**config.mk**
```make
export PLATFORM = sky130hd
export DESIGN_NAME = lane_pipe
export DESIGN_NICKNAME = d
export VERILOG_FILES = /design/src/rtl/lane_pipe.sv
export SDC_FILE = /design/constraint.sdc
export NUM_CORES = 1
export LEC_CHECK = 0
export BUFFER_PORTS_ARGS = -buffer_cell sky130_fd_sc_hd__buf_2
export CAP_MARGIN = 20
export CORE_MARGIN = 1
export CORE_UTILIZATION = 55
export CTS_BUF_LIST = sky130_fd_sc_hd__clkbuf_8 sky130_fd_sc_hd__clkbuf_16
export CTS_CLUSTER_DIAMETER = 60
export DETAILED_ROUTE_END_ITERATION = 8
export GPL_TIMING_DRIVEN = 0
export PLACE_DENSITY = 0.8
export SLEW_MARGIN = 10
export SYNTH_ARGS = -nofsm -noshare
export SYNTH_HDL_FRONTEND = slang
export SYNTH_SLANG_ARGS = --single-unit
export TNS_END_PERCENT = 50
```
**constraint.sdc**
```tcl
create_clock -name clk -period 5.2 [get_ports clk]
set_input_delay 1.04 -clock clk [delete_from_list [all_inputs] [get_ports clk]]
set_output_delay 1.04 -clock clk [all_outputs]
set_load 0.1 [all_outputs]
```
**src/rtl/lane_pipe.sv**
```systemverilog
// lane_pipe: multi-lane issue pipeline carrying LANES payloads through DEPTH register stages.
// Latency: DEPTH cycles from data_i to data_o with no stalls; each stall_dn cycle adds one.
// Backpressure: stall_dn freezes every stage past S0; stall_up without stall_dn injects a bubble into S0.
//
// Optional feature: define LANE_PIPE_PERF_CNT_EN to add saturating performance counters
// (perf_clr input, stall_cnt / bubble_cnt / kill_cnt outputs). Without it the pipeline is unchanged.
//
// Ports:
//   clk, rst            sole clock (rising edge), asynchronous active-high reset
//   data_i, valid_i     producer payload (lane i at [i*WIDTH +: WIDTH]) and per-lane valid
//   stall_up, stall_dn  producer stalled / consumer (last-stage reader) stalled
//   flush               clear stages S0..S(FLUSH_DEPTH-1)
//   kill_mask           lanes dropped on the S0->S1 transfer (on the S0 load when DEPTH=1)
//   data_o, valid_o     payload and valids of the last stage
//   stage_busy, empty   per-stage OR of lane valids, and "nothing valid anywhere"
module lane_pipe #(
    parameter int LANES       = 2,
    parameter int DEPTH       = 2,
    parameter int WIDTH       = 32,
    parameter int FLUSH_DEPTH = 2
) (
    input  logic                   clk,
    input  logic                   rst,
    input  logic [LANES*WIDTH-1:0] data_i,
    input  logic [LANES-1:0]       valid_i,
    input  logic                   stall_up,
    input  logic                   stall_dn,
    input  logic                   flush,
    input  logic [LANES-1:0]       kill_mask,
`ifdef LANE_PIPE_PERF_CNT_EN
    input  logic                   perf_clr,
    output logic [31:0]            stall_cnt,
    output logic [31:0]            bubble_cnt,
    output logic [31:0]            kill_cnt,
`endif
    output logic [LANES*WIDTH-1:0] data_o,
    output logic [LANES-1:0]       valid_o,
    output logic [DEPTH-1:0]       stage_busy,
    output logic                   empty
);

    // ------------------------------------------------------------------
    // Stage state
    // ------------------------------------------------------------------
    logic [LANES-1:0]       vld_q [DEPTH];
    logic [LANES-1:0]       vld_d [DEPTH];
    logic [LANES*WIDTH-1:0] dat_q [DEPTH];
    logic [LANES*WIDTH-1:0] dat_d [DEPTH];

    // Dead lanes always carry an all-zero payload, so every load goes through this.
    function automatic logic [LANES*WIDTH-1:0] zero_dead(
        input logic [LANES*WIDTH-1:0] d,
        input logic [LANES-1:0]       v
    );
        logic [LANES*WIDTH-1:0] r;
        r = '0;
        for (int i = 0; i < LANES; i++) begin
            if (v[i]) begin
                r[i*WIDTH +: WIDTH] = d[i*WIDTH +: WIDTH];
            end
        end
        return r;
    endfunction

    // ------------------------------------------------------------------
    // Stage control
    // ------------------------------------------------------------------
    logic             s0_load;    // S0 captures data_i this cycle
    logic             s0_bubble;  // S0 is emptied because the producer stalled
    logic [LANES-1:0] s0_kill;    // kill applied on the S0 load (single-stage build only)
    logic [LANES-1:0] s0_vld_in;
    logic [LANES-1:0] s1_vld_in;

    always_comb begin
        s0_load   = !flush && !stall_up;
        // A stalled producer with a moving consumer must not re-present S0,
        // otherwise the same payload would be delivered twice downstream.
        s0_bubble = !flush && stall_up && !stall_dn;
        // With one stage there is no S0->S1 hop; the kill lands on the input load,
        // and only when the consumer is actually taking the stage this cycle.
        s0_kill   = (DEPTH == 1) ? (kill_mask & {LANES{!stall_dn}}) : '0;
        s0_vld_in = valid_i & ~s0_kill;
        s1_vld_in = vld_q[0] & ~kill_mask;
    end

    // ------------------------------------------------------------------
    // Next-state for every stage
    // ------------------------------------------------------------------
    always_comb begin
        for (int k = 0; k < DEPTH; k++) begin
            vld_d[k] = vld_q[k];
            dat_d[k] = dat_q[k];
        end

        // S0: flush beats bubble beats load; otherwise hold.
        if (flush || s0_bubble) begin
            vld_d[0] = '0;
            dat_d[0] = '0;
        end else if (s0_load) begin
            vld_d[0] = s0_vld_in;
            dat_d[0] = zero_dead(data_i, s0_vld_in);
        end

        // S1 and beyond: flushed stages clear even when the consumer is stalled;
        // stages past the flush window just follow stall_dn.
        for (int k = 1; k < DEPTH; k++) begin
            if (flush && (k < FLUSH_DEPTH)) begin
                vld_d[k] = '0;
                dat_d[k] = '0;
            end else if (!stall_dn) begin
                if (k == 1) begin
                    vld_d[k] = s1_vld_in;
                    dat_d[k] = zero_dead(dat_q[0], s1_vld_in);
                end else begin
                    vld_d[k] = vld_q[k-1];
                    dat_d[k] = dat_q[k-1];
                end
            end
        end
    end

    always_ff @(posedge clk or posedge rst) begin
        if (rst) begin
            for (int k = 0; k < DEPTH; k++) begin
                vld_q[k] <= '0;
                dat_q[k] <= '0;
            end
        end else begin
            for (int k = 0; k < DEPTH; k++) begin
                vld_q[k] <= vld_d[k];
                dat_q[k] <= dat_d[k];
            end
        end
    end

    // ------------------------------------------------------------------
    // Outputs: all taken straight from stage flops
    // ------------------------------------------------------------------
    always_comb begin
        for (int k = 0; k < DEPTH; k++) begin
            stage_busy[k] = |vld_q[k];
        end
    end

    assign data_o  = dat_q[DEPTH-1];
    assign valid_o = vld_q[DEPTH-1];
    assign empty   = ~|stage_busy;

`ifdef LANE_PIPE_PERF_CNT_EN
    // ------------------------------------------------------------------
    // Performance counters
    // ------------------------------------------------------------------
    localparam int PCW = $clog2(LANES + 1);

    logic             kill_xfer;    // the hop that honours kill_mask really happens
    logic [LANES-1:0] killed_lanes;
    logic [PCW-1:0]   kill_pop;

    logic [31:0] stall_cnt_q,  stall_cnt_d;
    logic [31:0] bubble_cnt_q, bubble_cnt_d;
    logic [31:0] kill_cnt_q,   kill_cnt_d;

    function automatic logic [31:0] sat_add(input logic [31:0] a, input logic [31:0] b);
        logic [32:0] s;
        s = {1'b0, a} + {1'b0, b};
        return s[32] ? 32'hFFFF_FFFF : s[31:0];
    endfunction

    always_comb begin
        if (DEPTH >= 2) begin
            kill_xfer    = !stall_dn && !(flush && (FLUSH_DEPTH >= 2));
            killed_lanes = vld_q[0] & kill_mask;
        end else begin
            kill_xfer    = s0_load && !stall_dn;
            killed_lanes = valid_i & kill_mask;
        end
        kill_pop = '0;
        for (int i = 0; i < LANES; i++) begin
            kill_pop = kill_pop + PCW'(killed_lanes[i]);
        end
    end

    always_comb begin
        stall_cnt_d  = stall_cnt_q;
        bubble_cnt_d = bubble_cnt_q;
        kill_cnt_d   = kill_cnt_q;
        if (perf_clr) begin
            stall_cnt_d  = '0;
            bubble_cnt_d = '0;
            kill_cnt_d   = '0;
        end else begin
            if (stall_dn) begin
                stall_cnt_d = sat_add(stall_cnt_q, 32'd1);
            end
            if (s0_bubble) begin
                bubble_cnt_d = sat_add(bubble_cnt_q, 32'd1);
            end
            if (kill_xfer) begin
                kill_cnt_d = sat_add(kill_cnt_q, 32'(kill_pop));
            end
        end
    end

    always_ff @(posedge clk or posedge rst) begin
        if (rst) begin
            stall_cnt_q  <= '0;
            bubble_cnt_q <= '0;
            kill_cnt_q   <= '0;
        end else begin
            stall_cnt_q  <= stall_cnt_d;
            bubble_cnt_q <= bubble_cnt_d;
            kill_cnt_q   <= kill_cnt_d;
        end
    end

    assign stall_cnt  = stall_cnt_q;
    assign bubble_cnt = bubble_cnt_q;
    assign kill_cnt   = kill_cnt_q;
`endif

endmodule

```
==> flow_metrics.py, run 1 <==
metrics = {
    "final_layout": {
        "nets": 898,
        "final_cells": 979,
        "fin_area_um2": 8110,
        "synthToLayoutAreaGrowth_pct": 22.1,
        "final_cell_mix": "buf_2, dfrtp_1, a21oi_1",
        "drive_gt1_share_pct": 31.9,
        "fin_util_pct": 69.8,
        "n_antenna_cell": 0,
        "layout_commonest_cell": "buf_2",
        "fill_cells": 908,
    },
    "floorplanning": {
        "die_y_um": 112,
        "io_pins": 142,
        "coreArea_um2": 11600,
        "dieArea_um2": 12500,
        "rows": 39,
        "die_x_um": 112,
        "initial_core_util_pct": 57.2,
    },
    "place": {
        "gp_congestion": 0.839,
        "port_buffers": 136,
        "place_inst": 949,
        "postPlaceCellArea_um2": 7530,
        "hpwlAfterDp_um": 11700,
    },
    "global_routing": {
        "antenna_found_initial": 0,
        "grt_pass1_vias": 5647,
        "gr-total-overflow": 0,
        "grt_max_degree": 68,
        "grt_pass1_wl_um": 27700,
        "grtUsageTotal_pct": 28.5,
    },
    "outcome": {
        "status": "complete, but fails checks",
        "violations": "design-rule violations",
    },
    "clocking": {
        "clk_latency_ns": 0.41,
        "cts_buffers": 17,
        "cts-htree-levels": 4,
        "clk_path_buf_depth": 2,
        "post_cts_buffers": 0,
        "cts_resized": 0,
        "cts_tree": "yes",
        "holdBufCountCts": 0,
        "clkTransAtPathRegs_ns": 0.06,
        "clkSinkCount": 132,
        "cts_root_buf": "clkbuf_16",
    },
    "synth": {
        "synth.avg_cell_area_um2": 9.93,
        "synth_fa_ha_area_share_pct": 0,
        "synth_xor_area_share_pct": 0,
        "synthesis.area_um2": 6640,
        "synthSimpleGateAreaFrac_pct": 27.5,
        "ys_warn_count": 0,
        "netlist_instances": 669,
        "ys_seq_area_share_pct": 49.7,
        "muxShareOfSynthArea_pct": 0,
        "synth.distinct_cells": 17,
        "synth-seq-cells": 132,
        "synthesis.nets": 742,
        "synth-compound-area-share_pct": 10.1,
        "synth_top_family_by_area": "simple AND/OR/NAND/NOR gates",
    },
    "power_and_ir_drop": {
        "clock_power_share_pct": 47.6,
        "pwr-share-seq_pct": 43.2,
        "internal_power_mw": 1.86,
        "irDropWorstVdd_uv": 207,
        "p_sw_share_pct": 24.2,
        "power.density_nw_per_um2": 302,
        "switchingPower_mw": 0.591,
        "p_comb_share_pct": 9.3,
        "p_leak_nw": 3.74,
    },
    "sta": {
        "slew_violations": 0,
        "fin_crit_sh_pct": 57.2,
        "hold_violations": 0,
        "fin_skew_ns": 0.00531,
        "fin_crit_ns": 2.97,
        "max_freq_mhz": 336,
        "worst_slew_pin_slew_ns": 0.605,
        "hold_ws_ns": 0.521,
        "setup_viol": 0,
        "rsz0062_at_grt": "false",
        "max-slew-margin-rel_pct": 59.7,
    },
    "routing": {
        "drt_iter0_drc": 344,
        "wirelength_um": 17000,
        "drc": 9,
        "ant_nets": 0,
        "via_per_inst": 5.72,
        "vias": 5603,
        "first_pass_iters": 8,
        "wire_per_inst_um": 17.4,
    },
    "setup_path": {
        "crit_path_end_kind": "output pin",
        "crit_required_ns": 4.16,
        "start_kind": "flop",
        "cp.arrival_ns": 1.93,
        "path_max_fanout": 10,
        "critPathKind": "reg -> out",
    },
    "run": {
        "cap_viol_max_count": 0,
    },
    "min_path": {
        "hp-class": "reg -> reg",
    },
}
[worst max-delay path, stage by stage (launching register included)]
cell,delay (ns)
dfrtp_1,0.51
buf_6,0.21
or2_1,0.26
nor2_1,0.11
buf_2,0.43
[area by class of cell]
| cell class | count | area, um^2 | area share [%] |
|---|---|---|---|
| plain buffers | 137 | 842 | 10.4 |
| clock buffers | 20 | 467 | 5.75 |
| clock inverters | 10 | 109 | 1.34 |
| inverters | 1 | 8.76 | 0.108 |
| multi-input cells | 399 | 2490 | 30.7 |
| flip-flops and latches | 132 | 3300 | 40.7 |
| well taps | 143 | 179 | 2.21 |
| repair buffers | 137 | 708 | 8.73 |
[power by group through the flow]
| stage | logic, mW | clock network (mW) | registers, mW |
|---|---|---|---|
| 2_1_floorplan | 0.149 | 0 | 1.07 |
| 3_3_place_gp | 0.214 | 0 | 1.07 |
| 3_5_place_dp | 0.224 | 0 | 1.07 |
| 4_1_cts | 0.227 | 1.17 | 1.06 |
| 5_1_grt | 0.246 | 1.22 | 1.06 |
| 6_report | 0.227 | 1.16 | 1.06 |
[flip-flops by register name (all words and copies together) (netlist names)]
register / flops
dat_q: 64
data_o: 64
valid_o: 2
vld_q: 2
[synthesized netlist by cell type]
| master | n | area share [%] |
|---|---|---|
| a21oi_1 | 130 | 9.8 |
| nand2b_1 | 2 | 0.19 |
| buf_4 | 75 | 8.5 |
| buf_6 | 3 | 0.51 |
| inv_1 | 1 | 0.056 |
| or2_1 | 1 | 0.094 |
| or2_2 | 1 | 0.094 |
| a21oi_2 | 2 | 0.26 |
| buf_2 | 19 | 1.4 |
| or3b_1 | 2 | 0.26 |
| nand3b_1 | 64 | 7.2 |
| nand4bb_1 | 64 | 11 |
| nand3_1 | 66 | 5.0 |
| nor2_1 | 1 | 0.056 |
| nand2_1 | 66 | 3.7 |
| clkbuf_1 | 40 | 2.3 |
| dfrtp_1 | 132 | 50 |
[kinds of logic (layout without fill, tap and decap cells)]
kind of cell,after synthesis,after routing
flip-flops,132,132
AND/OR/NAND/NOR,267,267
buffers and inverters,138,305
AO/OA/AOI/OAI,132,132
[stage by stage]
| stage | total power [mW] | worst slack, ns | setup TNS (ns) |
|---|---|---|---|
| 5_1_grt | 2.53 | 2.16 | 0 |
| 6_report | 2.45 | 2.23 | 0 |
| 3_5_place_dp | 1.30 | 2.69 | 0 |
| 2_1_floorplan | 1.22 | 0.634 | 0 |
| 4_1_cts | 2.46 | 2.25 | 0 |
| 3_3_place_gp | 1.29 | -0.573 | -75.14 |
[routing by layer]
layer | wire (um) | global-route usage [%] | vias up
met5 | 0 | 0 | -
met4 | 569 | 13.0 | 0
met3 | 976 | 5.99 | 48
met2 | 8300 | 45.4 | 211
met1 | 7150 | 37.7 | 2732
li1 | - | - | 2612
[final timing paths]
path                                 start  depth (start not counted)         end  slack [ns]
worst max-delay path              vld_q[2]                          4       empty        2.23
worst max register to register    vld_q[2]                          3  valid_o[0]        3.87
worst min register to register  data_o[52]                          2  data_o[52]        0.52
max in group asynchronous              rst                          3  data_o[23]        3.76
worst min-delay path            data_o[52]                          2  data_o[52]        0.52
min in group asynchronous              rst                          2   data_o[3]        0.71
(Power assumes the default switching activity.)
==> inputs of run 2 (changes only) <==
Clock period 5.2 ns to 2.9 ns, I/O delays scaled along.
==> flow_metrics.py, run 2 (synthesis gave the netlist of run 1 again) <==
metrics = {
    "power_and_ir_drop": {
        "fin_total_pwr_mw": 4.68,
        "p_leak_nw": 3.81,
        "power.density_nw_per_um2": 569,
        "irDropWorstVdd_uv": 471,
    },
    "global_routing": {
        "antenna_found_initial": 0,
        "gr-usage-met3_pct": 5.12,
        "use_met2_pct": 46.9,
        "grtUsageTotal_pct": 28.7,
        "grt_pass1_wl_um": 28000,
        "grt_pass1_vias": 5705,
        "globalRouteMet1Util_pct": 37.7,
        "busiest_layer": "met2",
        "gr-total-overflow": 0,
        "grt_max_degree": 39,
    },
    "sta": {
        "max_freq_mhz": 400,
        "max-slew-margin-rel_pct": 52.6,
        "fin_crit_ns": 2.50,
        "worst_slew_pin_slew_ns": 0.709,
        "rsz0062_at_grt": "false",
        "fin_crit_sh_pct": 86.3,
        "fin_skew_ns": 0.00694,
        "hold_violations": 0,
        "setup_viol": 0,
        "slew_violations": 0,
    },
    "clocking": {
        "holdBufCountCts": 0,
        "cts_root_buf": "clkbuf_16",
        "cts_tree": "yes",
        "clk_latency_ns": 0.41,
        "cts-htree-levels": 4,
        "clk_path_buf_depth": 2,
        "clkSinkCount": 132,
        "post_cts_buffers": 0,
        "cts_resized": 0,
        "clkTransAtPathRegs_ns": 0.05,
        "cts_buffers": 17,
    },
    "routing": {
        "first_pass_iters": 7,
        "wirelength_um": 17000,
        "drc": 10,
        "drt_iter0_drc": 429,
        "wire_per_inst_um": 17.3,
        "via_per_inst": 5.74,
        "vias": 5640,
        "ant_nets": 0,
    },
    "run": {
        "cap_viol_max_count": 0,
    },
    "final_layout": {
        "regArea_um2": 3300,
        "nets": 900,
        "fill_cells": 875,
        "layout_commonest_cell": "buf_2",
        "drive_gt1_share_pct": 32.0,
        "fin_util_pct": 70.8,
        "final_cell_mix": "buf_2, dfrtp_1, a21oi_1",
        "multi_input_area_um2": 2490,
        "fin_area_um2": 8230,
        "n_antenna_cell": 0,
        "synthToLayoutAreaGrowth_pct": 23.9,
    },
    "setup_path": {
        "reg2reg_slack_ns": 1.54,
        "critical_path.top_delay_family": "buffers and inverters",
        "max_stage_delay_ns": 0.49,
        "ff2ff_path_depth": 3,
        "crit_slowest_cell": "dfrtp_1",
        "path_buf_inv": 2,
        "reg2reg_from": "vld_q[3]",
        "r2r-end": "data_o[52]",
        "crit_end": "empty",
        "crit_path_end_kind": "output pin",
        "path_max_fanout": 10,
        "cp.arrival_ns": 1.92,
        "critPathKind": "reg -> out",
        "crit_path_start": "vld_q[3]",
        "cp.depth": 4,
        "crit_required_ns": 2.32,
        "start_kind": "flop",
        "cp_cell_sequence": "buf_6 > or2_1 > nor2_1 > buf_2",
    },
    "floorplanning": {
        "die_y_um": 112,
        "dieArea_um2": 12500,
        "coreArea_um2": 11600,
        "rows": 39,
        "initial_core_util_pct": 57.2,
        "die_x_um": 112,
        "io_pins": 142,
    },
    "min_path": {
        "hp-class": "in -> async",
    },
    "place": {
        "postPlaceCellArea_um2": 7570,
        "gp_congestion": 0.847,
        "hpwlAfterDp_um": 12100,
        "port_buffers": 136,
    },
    "outcome": {
        "violations": "design-rule violations",
        "status": "complete, but fails checks",
    },
}
## run 2: changes by cell type in the layout (fill, tap and decap cells not counted)
cell	delta
clkinv_2	-2
clkbuf_8	+1
bufinv_16	+3
inv_1	+2
clkinvlp_4	-1
inv_6	-1
buf_12	+3
buf_16	-1
## run 2: per-layer routing
metal	vias up	share of wire [%]
li1	2612	-
met3	44	6.4
met2	232	49
met5	-	0
met4	0	2.6
met1	2752	42
## run 2: worst min-delay path by stage
stage	slack, ns	startpoint	depth (start not counted)	to
after CTS	0.30	rst	2	data_o[50]
after global routing	0.33	rst	2	data_o[50]
after detailed placement	0.52	data_o[47]	2	data_o[47]
final	0.28	rst	2	data_o[50]
after floorplan	0.50	data_o[36]	2	data_o[36]
after global placement	0.51	data_o[49]	2	data_o[49]
## run 2: layout make-up
type	instances	area share [%]
tap	143	2.17
clock buffer	21	5.84
sequential	132	40.1
timing repair buffer	139	9.00
clock inverter	11	2.20
inverter	1	0.0912
buffer	137	10.2
multi-input combinational	399	30.3
## run 2: per-stage QoR
| stage | instances | setup slack [ns] | hold slack [ns] | setup TNS, ns |
|---|---|---|---|---|
| 2_1_floorplan | 669 | -0.274 | 0.502 | -0.274 |
| 3_3_place_gp | 948 | -0.0446 | 0.514 | -4.97 |
| 3_5_place_dp | 951 | 0.843 | 0.516 | 0 |
| 4_1_cts | 983 | 0.394 | 0.295 | 0 |
| 5_1_grt | 983 | 0.341 | 0.334 | 0 |
| 6_report | 983 | 0.398 | 0.279 | 0 |
## run 2: power breakdown
group          total, mW  switching [mW]  internal (mW)  leakage [nW]
logic              0.413           0.267          0.146          1.65
registers           1.90          0.0214           1.87          1.82
clock network       2.38           0.769           1.61         0.329
total               4.68            1.06           3.63          3.81
==> inputs of run 3 (changes only) <==
Settings changed: RECOVER_POWER set to 50.
==> flow_metrics.py, run 3 (synthesis gave the netlist of run 1 again) <==
metrics = {
    "outcome": {
        "status": "complete, but fails checks",
        "violations": "design-rule violations",
    },
    "power_and_ir_drop": {
        "irDropWorstVdd_uv": 471,
        "p_leak_nw": 3.76,
        "pwr-share-seq_pct": 40.6,
        "p_sw_share_pct": 22.6,
        "internal_power_mw": 3.62,
        "p_comb_share_pct": 8.6,
        "power.density_nw_per_um2": 572,
        "switchingPower_mw": 1.06,
        "clock_power_share_pct": 50.8,
    },
    "routing": {
        "drt_iter0_drc": 442,
        "ant_nets": 0,
        "first_pass_iters": 7,
        "via_per_inst": 5.77,
        "wire_per_inst_um": 17.4,
        "vias": 5669,
        "drc": 10,
        "wirelength_um": 17100,
    },
    "final_layout": {
        "regArea_um2": 3300,
        "drive_gt1_share_pct": 31.0,
        "final_cell_mix": "buf_2, dfrtp_1, a21oi_1",
        "n_antenna_cell": 0,
        "fill_cells": 892,
        "final_cells": 983,
        "multi_input_area_um2": 2490,
        "layout_commonest_cell": "buf_2",
        "nets": 900,
        "synthToLayoutAreaGrowth_pct": 22.9,
    },
    "setup_path": {
        "start_kind": "flop",
        "critPathKind": "reg -> out",
        "path_max_fanout": 10,
        "cp.arrival_ns": 1.92,
        "ff2ff_path_depth": 3,
        "crit_slowest_cell": "dfrtp_1",
        "crit_required_ns": 2.32,
        "crit_path_end_kind": "output pin",
        "max_stage_delay_ns": 0.49,
        "r2r-end": "data_o[52]",
        "reg2reg_from": "vld_q[3]",
        "reg2reg_slack_ns": 1.54,
        "cp_cell_sequence": "buf_6 > or2_1 > nor2_1 > buf_2",
    },
    "sta": {
        "worst_slew_pin_slew_ns": 1.34,
        "hold_ws_ns": 0.431,
        "fin_crit_sh_pct": 86.3,
        "hold_violations": 0,
        "rsz0062_at_grt": "false",
        "max-slew-margin-rel_pct": 9.94,
        "totalNegativeSetupSlack_ns": 0,
        "max_freq_mhz": 400,
        "setup_viol": 0,
        "slew_violations": 0,
        "fin_skew_ns": 0.00576,
        "fin_crit_ns": 2.50,
    },
    "clocking": {
        "cts-htree-levels": 4,
        "holdBufCountCts": 0,
        "post_cts_buffers": 0,
        "cts_root_buf": "clkbuf_16",
        "clkSinkCount": 132,
        "clk_path_buf_depth": 2,
        "cts_buffers": 17,
        "cts_resized": 0,
        "clk_latency_ns": 0.41,
        "cts_tree": "yes",
        "clkTransAtPathRegs_ns": 0.06,
    },
    "floorplanning": {
        "rows": 39,
        "io_pins": 142,
        "die_y_um": 112,
        "coreArea_um2": 11600,
        "die_x_um": 112,
        "initial_core_util_pct": 57.2,
        "dieArea_um2": 12500,
    },
    "global_routing": {
        "antenna_found_initial": 0,
        "gr-total-overflow": 0,
        "grt_max_degree": 39,
        "grt_pass1_vias": 5705,
        "grt_pass1_wl_um": 28000,
        "grtUsageTotal_pct": 28.7,
    },
    "min_path": {
        "min_path_cells": 3,
        "min_to": "dat_q[104]",
        "min_from": "data_i[40]",
        "hp-class": "in -> reg",
    },
    "place": {
        "hpwlAfterDp_um": 12100,
        "gp_congestion": 0.847,
        "port_buffers": 136,
        "place_inst": 951,
    },
    "run": {
        "cap_viol_max_count": 0,
    },
}
run 3: cell types whose count changed in the layout (fill, tap and decap cells not counted), sizes merged:
cell    change
buf        -11
clkbuf     +11
run 3: critical path: cells and delay by family (launching register included):
family	cells	cell delay, ns
buffers and inverters	2	0.63
flip-flops	1	0.49
AND/OR/NAND/NOR	2	0.39
run 3: through the flow:
step                      util (%)  power, mW  setup WS, ns  cell area (um^2)
after detailed placement      65.1       2.33         0.843              7570
after floorplan                  -       2.19        -0.274              6650
after global placement        64.6       2.31       -0.0446              7510
after CTS                     70.8       4.70         0.394              8230
after global routing          70.3       4.81         0.341              8170
final                         70.3       4.67         0.398              8170
run 3: power by group through the flow:
stage	registers, mW	logic (mW)	clock network, mW
after CTS	1.89	0.411	2.39
after global routing	1.90	0.436	2.47
after detailed placement	1.93	0.408	0
after floorplan	1.92	0.268	0
final	1.90	0.402	2.38
after global placement	1.92	0.384	0
run 3: layout make-up:
type                       instances  share of cell area (%)
buffer                           137                    9.94
clock buffer                      21                    5.88
clock inverter                    11                    2.22
inverter                           1                  0.0613
multi-input combinational        399                    30.5
sequential                       132                    40.5
tap                              143                    2.19
timing repair buffer             139                    8.70
run 3: layer usage:
| metal | wire length (um) | global-route usage (%) | part of all wire, % | vias up |
|---|---|---|---|---|
| li1 | - | - | - | 2610 |
| met1 | 6980 | 37.7 | 41 | 2750 |
| met2 | 8400 | 46.9 | 49 | 269 |
| met3 | 1260 | 5.12 | 7.4 | 40 |
| met4 | 453 | 12.1 | 2.7 | 0 |
| met5 | 0 | 0 | 0 | - |
run 3: worst max path at each step:
stage / from / endpoint / slack (ns)
after CTS: vld_q[3] / empty / 0.39
after floorplan: vld_q[3] / empty / -0.27
after global placement: rst / data_o[25] / -0.04
after detailed placement: vld_q[3] / empty / 0.84
final: vld_q[3] / empty / 0.40
after global routing: vld_q[2] / empty / 0.34
